## src/rtl/cnt_seq_pkg.sv

```systemverilog
// Shared definitions for the counter sequencer: controller states,
// default timing constants and the wrap-around step helper.
package cnt_seq_pkg;

  // 50 MHz clock: one counter step per second, 20 ms button settle time
  localparam int DEF_TICK_DIV   = 50_000_000;
  localparam int DEF_DEB_CYCLES = 1_000_000;

  typedef enum logic [1:0] {
    IDLE  = 2'd0,
    RUN   = 2'd1,
    PAUSE = 2'd2,
    DONE  = 2'd3
  } seq_state_t;

  // Value the controlled counter will hold after one step in direction up
  function automatic logic [7:0] step_val(input logic [7:0] val, input logic up);
    logic [7:0] res;
    if (up) begin
      res = val + 8'd1;
    end else begin
      res = val - 8'd1;
    end
    return res;
  endfunction

endpackage

```

## src/rtl/cnt_seq_ctrl_btn_debounce.sv

```systemverilog
// Button conditioning: 2-flop synchronizer, optional level debounce
// (enabled by macro CNT_SEQ_DEBOUNCE_EN), and rising-edge detector that
// emits a registered one-cycle press pulse.
module btn_debounce
  import cnt_seq_pkg::*;
#(
  parameter int DEB_CYCLES = DEF_DEB_CYCLES
) (
  input  logic Clk50MHz,
  input  logic RST,
  input  logic btn,
  output logic press
);

  logic sync1_r;
  logic sync2_r;
  logic level_s;
  logic prev_r;
  logic press_r;

  // Bring the raw asynchronous button into the clock domain
  always_ff @(posedge Clk50MHz) begin
    if (RST) begin
      sync1_r <= 1'b0;
      sync2_r <= 1'b0;
    end else begin
      sync1_r <= btn;
      sync2_r <= sync1_r;
    end
  end

`ifdef CNT_SEQ_DEBOUNCE_EN
  localparam int CW = (DEB_CYCLES > 1) ? $clog2(DEB_CYCLES) : 1;

  logic [CW-1:0] stab_r;
  logic          level_r;

  // Accept a new level only once the synchronized input has disagreed
  // with the accepted level for DEB_CYCLES consecutive samples
  always_ff @(posedge Clk50MHz) begin
    if (RST) begin
      stab_r  <= '0;
      level_r <= 1'b0;
    end else if (sync2_r == level_r) begin
      stab_r  <= '0;
      level_r <= level_r;
    end else if (stab_r == CW'(DEB_CYCLES - 1)) begin
      stab_r  <= '0;
      level_r <= sync2_r;
    end else begin
      stab_r  <= stab_r + CW'(1);
      level_r <= level_r;
    end
  end

  assign level_s = level_r;
`else
  // DEB_CYCLES has no function without debouncing; tie it off to an
  // intentionally unused net
  logic deb_unused_s;
  assign deb_unused_s = (DEB_CYCLES > 0);
  assign level_s      = sync2_r;
`endif

  // One-cycle pulse on each accepted low-to-high transition
  always_ff @(posedge Clk50MHz) begin
    if (RST) begin
      prev_r  <= 1'b0;
      press_r <= 1'b0;
    end else begin
      prev_r  <= level_s;
      press_r <= level_s & ~prev_r;
    end
  end

  assign press = press_r;

endmodule

```

## src/rtl/cnt_seq_ctrl.sv

```systemverilog
// Counter sequencer: turns start/stop, direction and clear buttons into
// step/clear strobes for an external 8-bit wrap-around up/down counter,
// with an optional stop-at-target. Button debouncing is selected with
// macro CNT_SEQ_DEBOUNCE_EN (default build: synchronize + edge detect only).
module cnt_seq_ctrl
  import cnt_seq_pkg::*;
#(
  parameter int TICK_DIV   = DEF_TICK_DIV,
  parameter int DEB_CYCLES = DEF_DEB_CYCLES
) (
  input  logic       Clk50MHz,
  input  logic       RST,
  input  logic       btn_ss,
  input  logic       btn_ud,
  input  logic       btn_clr,
  input  logic       stop_en,
  input  logic [7:0] target,
  input  logic [7:0] cnt_val,
  output logic       cnt_en,
  output logic       cnt_ud,
  output logic       cnt_clr,
  output logic       busy,
  output logic       done
);

  localparam int             PW         = (TICK_DIV > 1) ? $clog2(TICK_DIV) : 1;
  localparam logic [PW-1:0]  PRESC_LAST = PW'(TICK_DIV - 1);

  logic ss_p_s;
  logic ud_p_s;
  logic clr_p_s;

  btn_debounce #(.DEB_CYCLES(DEB_CYCLES)) u_btn_ss (
    .Clk50MHz (Clk50MHz),
    .RST      (RST),
    .btn      (btn_ss),
    .press    (ss_p_s)
  );

  btn_debounce #(.DEB_CYCLES(DEB_CYCLES)) u_btn_ud (
    .Clk50MHz (Clk50MHz),
    .RST      (RST),
    .btn      (btn_ud),
    .press    (ud_p_s)
  );

  btn_debounce #(.DEB_CYCLES(DEB_CYCLES)) u_btn_clr (
    .Clk50MHz (Clk50MHz),
    .RST      (RST),
    .btn      (btn_clr),
    .press    (clr_p_s)
  );

  seq_state_t    state_r;
  logic          dir_r;
  logic [PW-1:0] presc_r;
  logic          stop_pend_r;
  logic          cnt_en_r;
  logic          cnt_ud_r;
  logic          cnt_clr_r;
  logic          busy_r;
  logic          done_r;

  logic          tick_s;
  logic [7:0]    next_s;
  logic          hit_s;
  logic          dir_nx_s;

  // Step decision and target compare always use the direction in force
  // before any coincident ud press
  assign tick_s   = (state_r == RUN) && (presc_r == PRESC_LAST);
  assign next_s   = step_val(cnt_val, dir_r);
  assign hit_s    = stop_en && (next_s == target);
  assign dir_nx_s = ud_p_s ? ~dir_r : dir_r;

  // Sequencer FSM with prescaler and registered strobes/status.
  // A stop hit is committed at the tick and becomes DONE one cycle after
  // the final strobe; only clr can cancel it.
  always_ff @(posedge Clk50MHz) begin
    if (RST) begin
      state_r     <= IDLE;
      dir_r       <= 1'b1;
      presc_r     <= '0;
      stop_pend_r <= 1'b0;
      cnt_en_r    <= 1'b0;
      cnt_ud_r    <= 1'b1;
      cnt_clr_r   <= 1'b0;
      busy_r      <= 1'b0;
      done_r      <= 1'b0;
    end else if (clr_p_s) begin
      state_r     <= IDLE;
      dir_r       <= 1'b1;
      presc_r     <= '0;
      stop_pend_r <= 1'b0;
      cnt_en_r    <= 1'b0;
      cnt_ud_r    <= 1'b1;
      cnt_clr_r   <= 1'b1;
      busy_r      <= 1'b0;
      done_r      <= 1'b0;
    end else begin
      dir_r     <= dir_nx_s;
      cnt_ud_r  <= dir_nx_s;
      cnt_clr_r <= 1'b0;
      case (state_r)
        IDLE: begin
          presc_r     <= '0;
          stop_pend_r <= 1'b0;
          cnt_en_r    <= 1'b0;
          done_r      <= 1'b0;
          if (ss_p_s) begin
            state_r <= RUN;
            busy_r  <= 1'b1;
          end else begin
            state_r <= IDLE;
            busy_r  <= 1'b0;
          end
        end
        RUN: begin
          if (stop_pend_r) begin
            state_r     <= DONE;
            presc_r     <= '0;
            stop_pend_r <= 1'b0;
            cnt_en_r    <= 1'b0;
            busy_r      <= 1'b0;
            done_r      <= 1'b1;
          end else if (tick_s) begin
            presc_r  <= '0;
            cnt_en_r <= 1'b1;
            done_r   <= 1'b0;
            if (ss_p_s) begin
              state_r     <= PAUSE;
              stop_pend_r <= 1'b0;
              busy_r      <= 1'b0;
            end else begin
              state_r     <= RUN;
              stop_pend_r <= hit_s;
              busy_r      <= 1'b1;
            end
          end else if (ss_p_s) begin
            state_r     <= PAUSE;
            presc_r     <= '0;
            stop_pend_r <= 1'b0;
            cnt_en_r    <= 1'b0;
            busy_r      <= 1'b0;
            done_r      <= 1'b0;
          end else begin
            state_r     <= RUN;
            presc_r     <= presc_r + PW'(1);
            stop_pend_r <= 1'b0;
            cnt_en_r    <= 1'b0;
            busy_r      <= 1'b1;
            done_r      <= 1'b0;
          end
        end
        PAUSE: begin
          presc_r     <= '0;
          stop_pend_r <= 1'b0;
          cnt_en_r    <= 1'b0;
          done_r      <= 1'b0;
          if (ss_p_s) begin
            state_r <= RUN;
            busy_r  <= 1'b1;
          end else begin
            state_r <= PAUSE;
            busy_r  <= 1'b0;
          end
        end
        DONE: begin
          state_r     <= DONE;
          presc_r     <= '0;
          stop_pend_r <= 1'b0;
          cnt_en_r    <= 1'b0;
          busy_r      <= 1'b0;
          done_r      <= 1'b1;
        end
        default: begin
          state_r     <= IDLE;
          presc_r     <= '0;
          stop_pend_r <= 1'b0;
          cnt_en_r    <= 1'b0;
          busy_r      <= 1'b0;
          done_r      <= 1'b0;
        end
      endcase
    end
  end

  assign cnt_en  = cnt_en_r;
  assign cnt_ud  = cnt_ud_r;
  assign cnt_clr = cnt_clr_r;
  assign busy    = busy_r;
  assign done    = done_r;

endmodule

```

## config.mk

```make
export PLATFORM = sky130hd
export DESIGN_NAME = cnt_seq_ctrl
export DESIGN_NICKNAME = d
export VERILOG_FILES = /design/src/rtl/cnt_seq_pkg.sv /design/src/rtl/cnt_seq_ctrl_btn_debounce.sv /design/src/rtl/cnt_seq_ctrl.sv
export SDC_FILE = /design/constraint.sdc
export NUM_CORES = 1
export LEC_CHECK = 0
export CAP_MARGIN = 20
export CORE_ASPECT_RATIO = 0.7
export CORE_MARGIN = 2
export CORE_UTILIZATION = 56
export DETAILED_ROUTE_END_ITERATION = 12
export DONT_BUFFER_PORTS = 1
export PLACE_DENSITY = 0.71
export SKIP_CTS_REPAIR_TIMING = 1
export SLEW_MARGIN = 20
export SYNTH_ARGS = -nofsm -noshare
export SYNTH_HDL_FRONTEND = slang
export SYNTH_SLANG_ARGS = --single-unit
```

## constraint.sdc

```tcl
create_clock -name Clk50MHz -period 3.5 [get_ports Clk50MHz]
set_input_delay 0.175 -clock Clk50MHz [delete_from_list [all_inputs] [get_ports Clk50MHz]]
set_output_delay 0.175 -clock Clk50MHz [all_outputs]
set_load 0.01 [all_outputs]
```

==> flow_summary.ini <==
[clock_network]
cts_tree = built
clkSinkCount = 46
clock_latency_ns = 0.30
cts_root_buf = clkbuf_8
clk_path_buf_depth = 2
cts.reportedPaths.clkPinSlew_ns = 0.08
cts_buffers = 5
h-tree-depth = 2

[finish]
fin_nets = 262
fin_cells = 283
layout-drive-gt1-share_pct = 6.01
fill_cells = 309
num_antenna_cells = 0
syn_to_final_growth_pct = 7.51
top_register = presc_r
reg_top3 = presc_r (26), state_r (2)
largest_reg_flops = 26

[power]
seqPwrFrac_pct = 58.8
p_clk_share_pct = 34.4
p_leak_nw = 0.838
p_int_w = 0.000701
p_comb_share_pct = 6.8
p_per_area_mw_per_mm2 = 402
power.switching_w = 0.000206
peakVddDrop_mv = 0.291
swShare_pct = 22.7

[setup_path]
crit_type = flip-flop to flip-flop
r2r_start = cnt_ud
worstPathBufferInverterCount = 1
critPathMaxStageDelay_ns = 0.46
cp-endpoint = stop_pend_r
cp.depth = 7
worstPathRequired_ns = 3.69
crit_path_start_kind = flip-flop
cp_top_family = compound AO/OA/AOI/OAI gates
crit_slowest_cell = dfxtp_1
crit_start = cnt_ud
r2r_slack_ns = 1.14
crit_fanout = 7
crit_chain = inv_1, ha_1, nor2b_1, o31ai_1, a21boi_0, or3_1, a2111oi_2
reg2reg_to = stop_pend_r
crit_arrival_ns = 2.56
r2r_cells = 7
cp-end-kind = flip-flop

[sta]
fin_skew_ns = 0.0100
final-setup-viol-count = 0
setup_ws_ns = 1.14
final.min_clock_period_ns = 2.36
finalHoldViolations = 0
setup_tns_ns = 0
rsz0062_at_grt = no
slew_headroom_pct = 44.2
worst_pin_slew_ns = 0.835
max_freq_ghz = 0.423
maxSlewViolCount = 0
fin_crit_sh_pct = 67.6

[synthesis]
synth_fp_nets = 256
ys_seq_elements = 46
ys_seq_area_share_pct = 43.9
syn_inst = 226
ys_warn_count = 0
synth_area_sq_mm = 0.00210
avgSynthCellArea_sq_um = 9.29
yosysTopAreaCellShare_pct = 43.9
synth_area_leaders = dfxtp_1 (44%), xor2_1 (10%), nor2_1 (5.9%)
yosysTopAreaCell = dfxtp_1
synth_cell_types = 38

[routing]
first_iter_violations = 63
wire_per_inst_um = 13.6
drt_drc_violations_left = 0
avgViaCountPerCell = 5.44
ant_nets = 0
drtPass1Iterations = 4
num_vias = 1540
wirelength_um = 3860

[global_route]
grt_usage_pct = 19.1
grt_pass1_vias = 1473
grt_overflow = 0
grt_max_degree = 26
antenna_found_initial = 0
grt_pass1_wl_um = 6500

[place]
hpwl_um = 2820
place_inst = 273
portBuffers = 0
post-place-ws_ns = 1.14
gp_congestion = 0.941

[status]
outcome = complete, no violations

[worst_hold_path]
holdCritPathClass = input pin to flip-flop

[die]
core.rowCount = 18
core_area_sq_mm = 0.00356
pin_count = 27
dieHeight_um = 55.2
start_util_pct = 59.0
die_area_sq_mm = 0.00426
die_w_um = 77.2

[run]
drv_cap = 0
[cell usage in the layout (no fill, tap or decap), types with 3 or more instances in the layout]
cell and count:
clkbuf_8 5, ha_1 7, and3_1 10, nand2b_1 3
xnor2_1 13, nand4_1 6, nand3_1 15, inv_1 5
nor2_1 33, xor2_1 24, o21ai_0 6, nand2_1 8
nor2b_1 14, dfxtp_1 46, a21oi_1 5
[cell families after synthesis]
logic type,synth area share (%)
buffers and inverters,1.43
XOR/XNOR,15.4
adder cells (fa/ha/maj),5.12
AND/OR/NAND/NOR,27.4
AO/OA/AOI/OAI,6.73
flip-flops,43.9
[area by class of cell]
type	count	area (sq um)	share of cell area [%]
Inverter	5	18.8	0.831
Clock inverter	2	13.8	0.610
Multi-Input combinational cell	172	1150	50.9
Clock buffer	6	72.6	3.22
Tap cell	50	62.6	2.77
Timing Repair Buffer	2	20.0	0.887
Sequential cell	46	921	40.8
[worst register-to-register path: cells and delay by family, from the launching register on]
family | cells | cell delay, ns
AND/OR/NAND/NOR | 2 | 0.55
flip-flops | 1 | 0.46
AO/OA/AOI/OAI | 3 | 0.68
adder cells (fa/ha/maj) | 1 | 0.37
buffers and inverters | 1 | 0.20
[cells in the mapped netlist]
cell type   n
o211ai_1    1
inv_1       5
o21ai_0     6
a31oi_1     1
nand2_1     8
o21a_1      1
and4_1      1
nand3_1    15
nand4_2     1
fa_1        1
and3_1     10
clkbuf_1    3
nand4_4     1
nand2b_1    3
nor2b_1    14
xor2_1     24
a21boi_0    1
nor2_2      1
o21ai_1     1
or4_1       1
a211oi_1    2
nor3_2      1
nand4_1     6
or3_1       1
o31ai_1     2
xnor2_1    13
nor4b_2     1
nor4_1      2
nor2_1     33
a21oi_1     5
ha_1        7
or2_2       1
nand3b_1    2
a2111oi_2   1
dfxtp_1    46
nand4b_1    1
a21o_1      1
nor3_1      2
[how the worst min path moves through the flow]
stage	slack [ns]	endpoint	startpoint	cells after the start
finish	0.005	u_btn_ud.sync1_r	btn_ud	1
global route	-0.0007	u_btn_ud.sync1_r	btn_ud	1
CTS	-0.07	u_btn_ss.sync1_r	RST	1
detailed placement	0.25	u_btn_ss.sync1_r	RST	1
global placement	0.25	u_btn_ud.level_s	RST	1
floorplan	0.25	u_btn_clr.prev_r	RST	1
[power by group through the flow]
stage | logic, W | registers [W] | clock network [W]
floorplan | 0.0000507 | 0.000545 | 0
global placement | 0.0000549 | 0.000545 | 0
detailed placement | 0.0000577 | 0.000546 | 0
CTS | 0.0000584 | 0.000533 | 0.000319
global route | 0.0000692 | 0.000534 | 0.000342
finish | 0.0000619 | 0.000533 | 0.000311
[metrics by stage]
step	util, %	area [sq um]	hold WS, ns	total power (W)
after floorplan	-	2100	0.254	0.000595
after global placement	60.4	2150	0.249	0.000600
after detailed placement	60.4	2150	0.249	0.000603
after CTS	62.9	2240	-0.0695	0.000910
after global routing	63.4	2260	-0.000708	0.000946
final	63.4	2260	0.00482	0.000906
[per-layer routing]
metal  share of wire (%)  vias to the layer above  track usage [%]  routed length (um)
met2                  44                       43             27.7                1710
li1                    -                      787                -                   -
met3                 6.0                        5             6.37                 231
met1                  48                      705             26.2                1870
met4                 1.2                        0             7.91                  48
met5                   0                        -                0                   0
(Power assumes the default switching activity.)
